<file path="src/rtl/instr_mem_responder.sv">
// instr_mem_responder: 256 x 9-bit instruction memory serving fetch requests
// through a two-entry in-order response FIFO.
//
// Optional feature macro: INSTR_MEM_HALT_DETECT_EN
//   When defined, popping an instruction equal to 9'h1FF sets a sticky halt_o.
//   While halt_o is set, new requests are refused. Reset or flush_i clears it.
//   When undefined, halt_o is tied low and no detection logic is built.
//
// Handshake semantics (both sides):
//   A transfer happens on a rising edge where valid and ready are both high.
//   The request side (req_ready_o) is combinational on load_en_i and flush_i
//   and is independent of req_valid_i. The response side presents the FIFO head
//   and holds it stable until the head is popped.
//
// Pipeline notes:
//   - A request accepted in cycle N reads memory. The word is captured straight
//     into a FIFO slot at edge N+1, so rsp_valid_o can rise one cycle after
//     acceptance.
//   - A request accepted in the same cycle as flush_i is parked in an in-flight
//     register for one cycle. It is pushed at the following edge. This keeps
//     rsp_valid_o low for the cycle after a flush, while that request is still
//     the first response delivered after the flush.
//   - Occupancy is the FIFO count plus the in-flight bit. New requests are only
//     accepted while occupancy < 2, so two pushes in one edge always fit.
module instr_mem_responder (
  input  logic       clk,
  input  logic       rst_n,
  input  logic       req_valid_i,
  input  logic [7:0] req_addr_i,
  output logic       req_ready_o,
  input  logic       flush_i,
  input  logic       load_en_i,
  input  logic [7:0] load_addr_i,
  input  logic [8:0] load_data_i,
  output logic       rsp_valid_o,
  output logic [7:0] rsp_addr_o,
  output logic [8:0] rsp_instr_o,
  input  logic       rsp_ready_i,
  output logic       halt_o
);

  localparam int AW    = 8;
  localparam int DW    = 9;
  localparam int DEPTH = 256;
  localparam logic [DW-1:0] HALT_WORD = 9'h1FF;

  // Instruction storage. It is deliberately not reset, so reset keeps the program.
  logic [DW-1:0] mem_q [DEPTH];

  // FIFO: slot 0 is always the head, and slot 1 is the entry behind it.
  logic [1:0]    count_q, count_d;
  logic [AW-1:0] addr0_q, addr0_d;
  logic [AW-1:0] addr1_q, addr1_d;
  logic [DW-1:0] instr0_q, instr0_d;
  logic [DW-1:0] instr1_q, instr1_d;

  // In-flight register. It holds a request accepted alongside a flush.
  logic          inflight_q, inflight_d;
  logic [AW-1:0] infl_addr_q, infl_addr_d;
  logic [DW-1:0] infl_instr_q, infl_instr_d;

  logic          halt_q;
  logic [1:0]    occupancy;
  logic          accept;
  logic          pop;
  logic [DW-1:0] rd_word;

  // Memory word addressed by the current request. It is captured at the next edge.
  always_comb begin
    rd_word = mem_q[req_addr_i];
  end

  // Program-load write port. No request is accepted while it is active.
  always_ff @(posedge clk) begin
    if (load_en_i) begin
      mem_q[load_addr_i] <= load_data_i;
    end
  end

  // Occupancy and request acceptance.
  // A flush empties everything, so acceptance ignores occupancy during a flush.
  always_comb begin
    occupancy   = count_q + {1'b0, inflight_q};
    req_ready_o = 1'b0;
    if (!load_en_i && !halt_q) begin
      req_ready_o = flush_i || (occupancy < 2'd2);
    end
    accept = req_valid_i && req_ready_o;
    // A flush wins over a simultaneous consume. The head is not counted as taken.
    pop    = (count_q != 2'd0) && rsp_ready_i && !flush_i;
  end

  // Next state for the FIFO and the in-flight register.
  // Order of operations: pop the head, then append the in-flight entry, then
  // append the newly accepted request.
  always_comb begin
    count_d      = count_q;
    addr0_d      = addr0_q;
    addr1_d      = addr1_q;
    instr0_d     = instr0_q;
    instr1_d     = instr1_q;
    inflight_d   = 1'b0;
    infl_addr_d  = infl_addr_q;
    infl_instr_d = infl_instr_q;

    if (flush_i) begin
      // Drop queued responses and any in-flight read.
      // Only a request accepted this cycle survives, parked as in-flight.
      count_d = 2'd0;
      if (accept) begin
        inflight_d   = 1'b1;
        infl_addr_d  = req_addr_i;
        infl_instr_d = rd_word;
      end
    end else begin
      if (pop) begin
        addr0_d  = addr1_q;
        instr0_d = instr1_q;
        count_d  = count_d - 2'd1;
      end
      if (inflight_q) begin
        if (count_d == 2'd0) begin
          addr0_d  = infl_addr_q;
          instr0_d = infl_instr_q;
        end else begin
          addr1_d  = infl_addr_q;
          instr1_d = infl_instr_q;
        end
        count_d = count_d + 2'd1;
      end
      if (accept) begin
        if (count_d == 2'd0) begin
          addr0_d  = req_addr_i;
          instr0_d = rd_word;
        end else begin
          addr1_d  = req_addr_i;
          instr1_d = rd_word;
        end
        count_d = count_d + 2'd1;
      end
    end
  end

  // FIFO and in-flight state registers with asynchronous reset.
  always_ff @(posedge clk or negedge rst_n) begin
    if (!rst_n) begin
      count_q      <= 2'd0;
      addr0_q      <= '0;
      addr1_q      <= '0;
      instr0_q     <= '0;
      instr1_q     <= '0;
      inflight_q   <= 1'b0;
      infl_addr_q  <= '0;
      infl_instr_q <= '0;
    end else begin
      count_q      <= count_d;
      addr0_q      <= addr0_d;
      addr1_q      <= addr1_d;
      instr0_q     <= instr0_d;
      instr1_q     <= instr1_d;
      inflight_q   <= inflight_d;
      infl_addr_q  <= infl_addr_d;
      infl_instr_q <= infl_instr_d;
    end
  end

`ifdef INSTR_MEM_HALT_DETECT_EN
  logic halt_d;

  // Sticky halt. It is set when the halt word leaves the FIFO and cleared by flush.
  always_comb begin
    halt_d = halt_q;
    if (flush_i) begin
      halt_d = 1'b0;
    end else if (pop && (instr0_q == HALT_WORD)) begin
      halt_d = 1'b1;
    end
  end

  // Halt flag register.
  always_ff @(posedge clk or negedge rst_n) begin
    if (!rst_n) begin
      halt_q <= 1'b0;
    end else begin
      halt_q <= halt_d;
    end
  end
`else
  // Halt detection is absent, so the flag is constant low.
  assign halt_q = 1'b0;
`endif

  // Response outputs always show the FIFO head.
  assign rsp_valid_o = (count_q != 2'd0);
  assign rsp_addr_o  = addr0_q;
  assign rsp_instr_o = instr0_q;
  assign halt_o      = halt_q;

endmodule
</file>
<file path="config.mk">
export PLATFORM = sky130hd
export DESIGN_NAME = instr_mem_responder
export DESIGN_NICKNAME = d
export VERILOG_FILES = /design/src/rtl/instr_mem_responder.sv
export SDC_FILE = /design/constraint.sdc
export NUM_CORES = 2
export LEC_CHECK = 0
export CORE_MARGIN = 2
export CORE_UTILIZATION = 58
export CTS_CLUSTER_SIZE = 12
export DETAILED_ROUTE_END_ITERATION = 6
export DONT_BUFFER_PORTS = 1
export PLACE_DENSITY = 0.74
export SETUP_SLACK_MARGIN = 0.02
export SLEW_MARGIN = 30
export SYNTH_ARGS = -nofsm -noshare
export SYNTH_HDL_FRONTEND = slang
export SYNTH_SLANG_ARGS = --single-unit
export TNS_END_PERCENT = 50
</file>
<file path="constraint.sdc">
create_clock -name clk -period 7.3 [get_ports clk]
set_input_delay 0.365 -clock clk [delete_from_list [all_inputs] [get_ports clk]]
set_output_delay 0.365 -clock clk [all_outputs]
set_load 0.02 [all_outputs]
</file>
==> impl_metrics.ini <==
[pwr]
peakVddDrop_uv = 255
pwr_density_cell_nw_per_um2 = 266
p_leak_nw = 32.3
power_mw = 27.1

[timing]
relSlewSlack_pct = 21.8
hold_viol_final = 0
slew_violations = 0
post-route-period-util_pct = 71.9
worst_slack_ns = 2.05
setup_viol = 0
fin_tns_setup_ns = 0
rsz0062_at_grt = no
worst_pin_slew_ns = 1.17
fmax_mhz = 191
fin_skew_ns = 0.0298
final.min_clock_period_ns = 5.25

[floorplan]
rows = 147
die_area_sq_um = 164000
initial_core_util_pct = 58.2
die_y_um = 405
io_pins = 51
dieWidth_um = 405
core_area_sq_um = 160000

[grt]
grt_pass1_vias = 47800
antenna_found_initial = 6
grt_use_total_pct = 30.8
grt_overflow_total = 0
grt_max_degree = 659
grt_pass1_wl_um = 355000

[layout]
final_util_pct = 63.5
area_growth_pct = 9.11
drive_above_1_share_pct = 16.5
final_area_sq_um = 102000
nNetsFinal = 5017

[worst_setup_path]
crit_type = in -> reg
startpoint_type = input port
crit_required_ns = 8.04
reg2regPathDepth = 14
critPathArrivalTime_ns = 5.99
critical_path_peak_fanout = 130
cp-end-kind = flip-flop

[synth]
netlist_area_sq_um = 93300
yosys.area.top_type = edfxtp_1
synth_edf_count = 2304
yosysWarnings = 0
synth-seq-area-share_pct = 75.6
ys_ff_latch = 2358
synth_cell_types = 82
synth_top_area_share_pct = 74.2
synth_ff_type = edfxtp_1
synth_area_leaders = edfxtp_1 74%, mux4_2 7.4%, mux2i_1 5.2%, dfrtp_1 1.4%, nor2_1 1.3%
syn-num-nets = 4997
async_reset_ff_share_pct = 2.29
synthCells = 4962
avgSynthCellArea_sq_um = 18.8
yosysMostFrequentCell = edfxtp_1
synth_common_cells = 2,304 x edfxtp_1, 487 x mux2i_1, 335 x nor2_1, 308 x mux4_2, 219 x nand2_1

[job]
maxCapViolations = 0

[route]
viasPerCell = 6.91
drc = 2
postRouteAntennaNets = 0
drtPass1Iterations = 7
wl_per_cell_um = 34.9
routed_wl_um = 252000
drt_iter0_markers = 8482
vias = 50000

[placement]
hpwl_um = 142000
portBuffers = 0
gp_congestion = 0.883
placed_cell_area_sq_um = 94300
dpl_worst_slack_ns = 3.22

[clocking]
cts_resized = 0
cts_setup_buffers = 0
cts-root-buf = clkbuf_16
cts_buffers = 222
hold_buffers = 36
tritoncts = built
clock_latency_ns = 0.85
cts_max_level = 4
cts.sinks = 2358
cts_buffer_depth = 3
path_clk_slew_ns = 0.06

[status]
status = complete, but fails checks
violations = DRC

[min_path]
min_path_type = in -> reg
min_path_cells = 1
==> power breakdown <==
group	leakage, nW	switching (mW)	internal (mW)
Combinational	7.98	1.05	0.573
Sequential	21.4	0.181	15.0
Clock	2.95	4.73	5.53
Total	32.3	5.96	21.1
==> layer usage <==
layer | GRT usage (%) | routed length, um
met1 | 42.3 | 90400
met4 | 12.9 | 12100
met2 | 46.5 | 116000
met5 | 0 | 24
met3 | 9.10 | 33800
==> through the flow <==
step	hold slack, ns	instances
floorplan	0.0694	4962
global placement	0.0705	6857
detailed placement	0.0705	6858
CTS	0.00552	7211
global route	0.0409	7235
finish	0.0430	7239
==> cell families (layout without fill, tap and decap cells) <==
logic type	after synthesis	in the layout	share of synthesized area (%)
flip-flops	2358	2358	75.6
multiplexers	844	844	13.6
AND/OR/NAND/NOR	771	771	3.58
AO/OA/AOI/OAI	656	656	4.68
buffers and inverters	324	437	2.47
adder cells (fa/ha/maj)	4	4	0.0537
XOR/XNOR	4	4	0.0376
other	1	5	0.00402
==> critical path, stage by stage <==
cell and delay [ns]:
buf_16 0.59, buf_16 0.67, buf_16 0.54, buf_16 0.52
mux4_2 0.60, nand2_1 0.10, nand3_1 0.24, a31oi_1 0.59
nor3_1 0.10, a41oi_1 0.52, mux2i_1 0.44, mux2_2 0.38
==> state kept, by name, indices dropped and copies added, names as in the netlist <==
register / flops
addr1_q: 8
count_q: 2
infl_addr_q: 8
infl_instr_q: 9
inflight_q: 1
instr1_q: 9
mem_q: 2304
rsp_addr_o: 8
rsp_instr_o: 9
==> cell usage in the layout, fill, tap and decap left out, types with 14 or more instances in the layout <==
master,Yosys,final
o21ai_1,18,18
a31oi_1,47,47
mux4_1,19,19
nor2_2,2,128
a221oi_1,39,39
clkinv_1,0,20
a211oi_1,14,14
dlygate4sd3_1,1,31
mux2_2,30,30
nand2_1,219,215
mux4_2,308,308
nand4_1,37,37
a22oi_1,137,137
edfxtp_1,2304,2304
mux2i_1,487,487
dfrtp_1,54,54
o21ai_0,127,127
clkbuf_1,104,58
buf_4,55,47
nand3_1,78,66
o221ai_1,22,22
o22ai_1,46,46
nor3_1,27,27
clkbuf_16,0,223
buf_16,0,27
a21oi_1,120,119
nor2_1,335,207
==> final timing paths <==
path,start,to,slack [ns]
worst max-delay path,req_addr_i[0],infl_instr_q[7],2.05
worst min-delay path,load_data_i[2],mem_q[190][2],0.04
worst max register to register,count_q[0],rsp_addr_o[4],3.05
worst min register to register,infl_instr_q[8],infl_instr_q[8],0.52
max in group asynchronous,rst_n,rsp_addr_o[6],5.84
min in group asynchronous,rst_n,addr1_q[0],0.58
==> cell type report <==
type	count	area, sq um
diodes	4	10.0
clock buffers	281	5800
clock inverters	36	285
fillers	10500	58400
inverters	12	45.0
multi-input cells	2280	21000
flip-flops and latches	2358	70500
well taps	2160	2700
repair buffers	108	1440
Note: power is estimated with default switching activity, not from simulation.
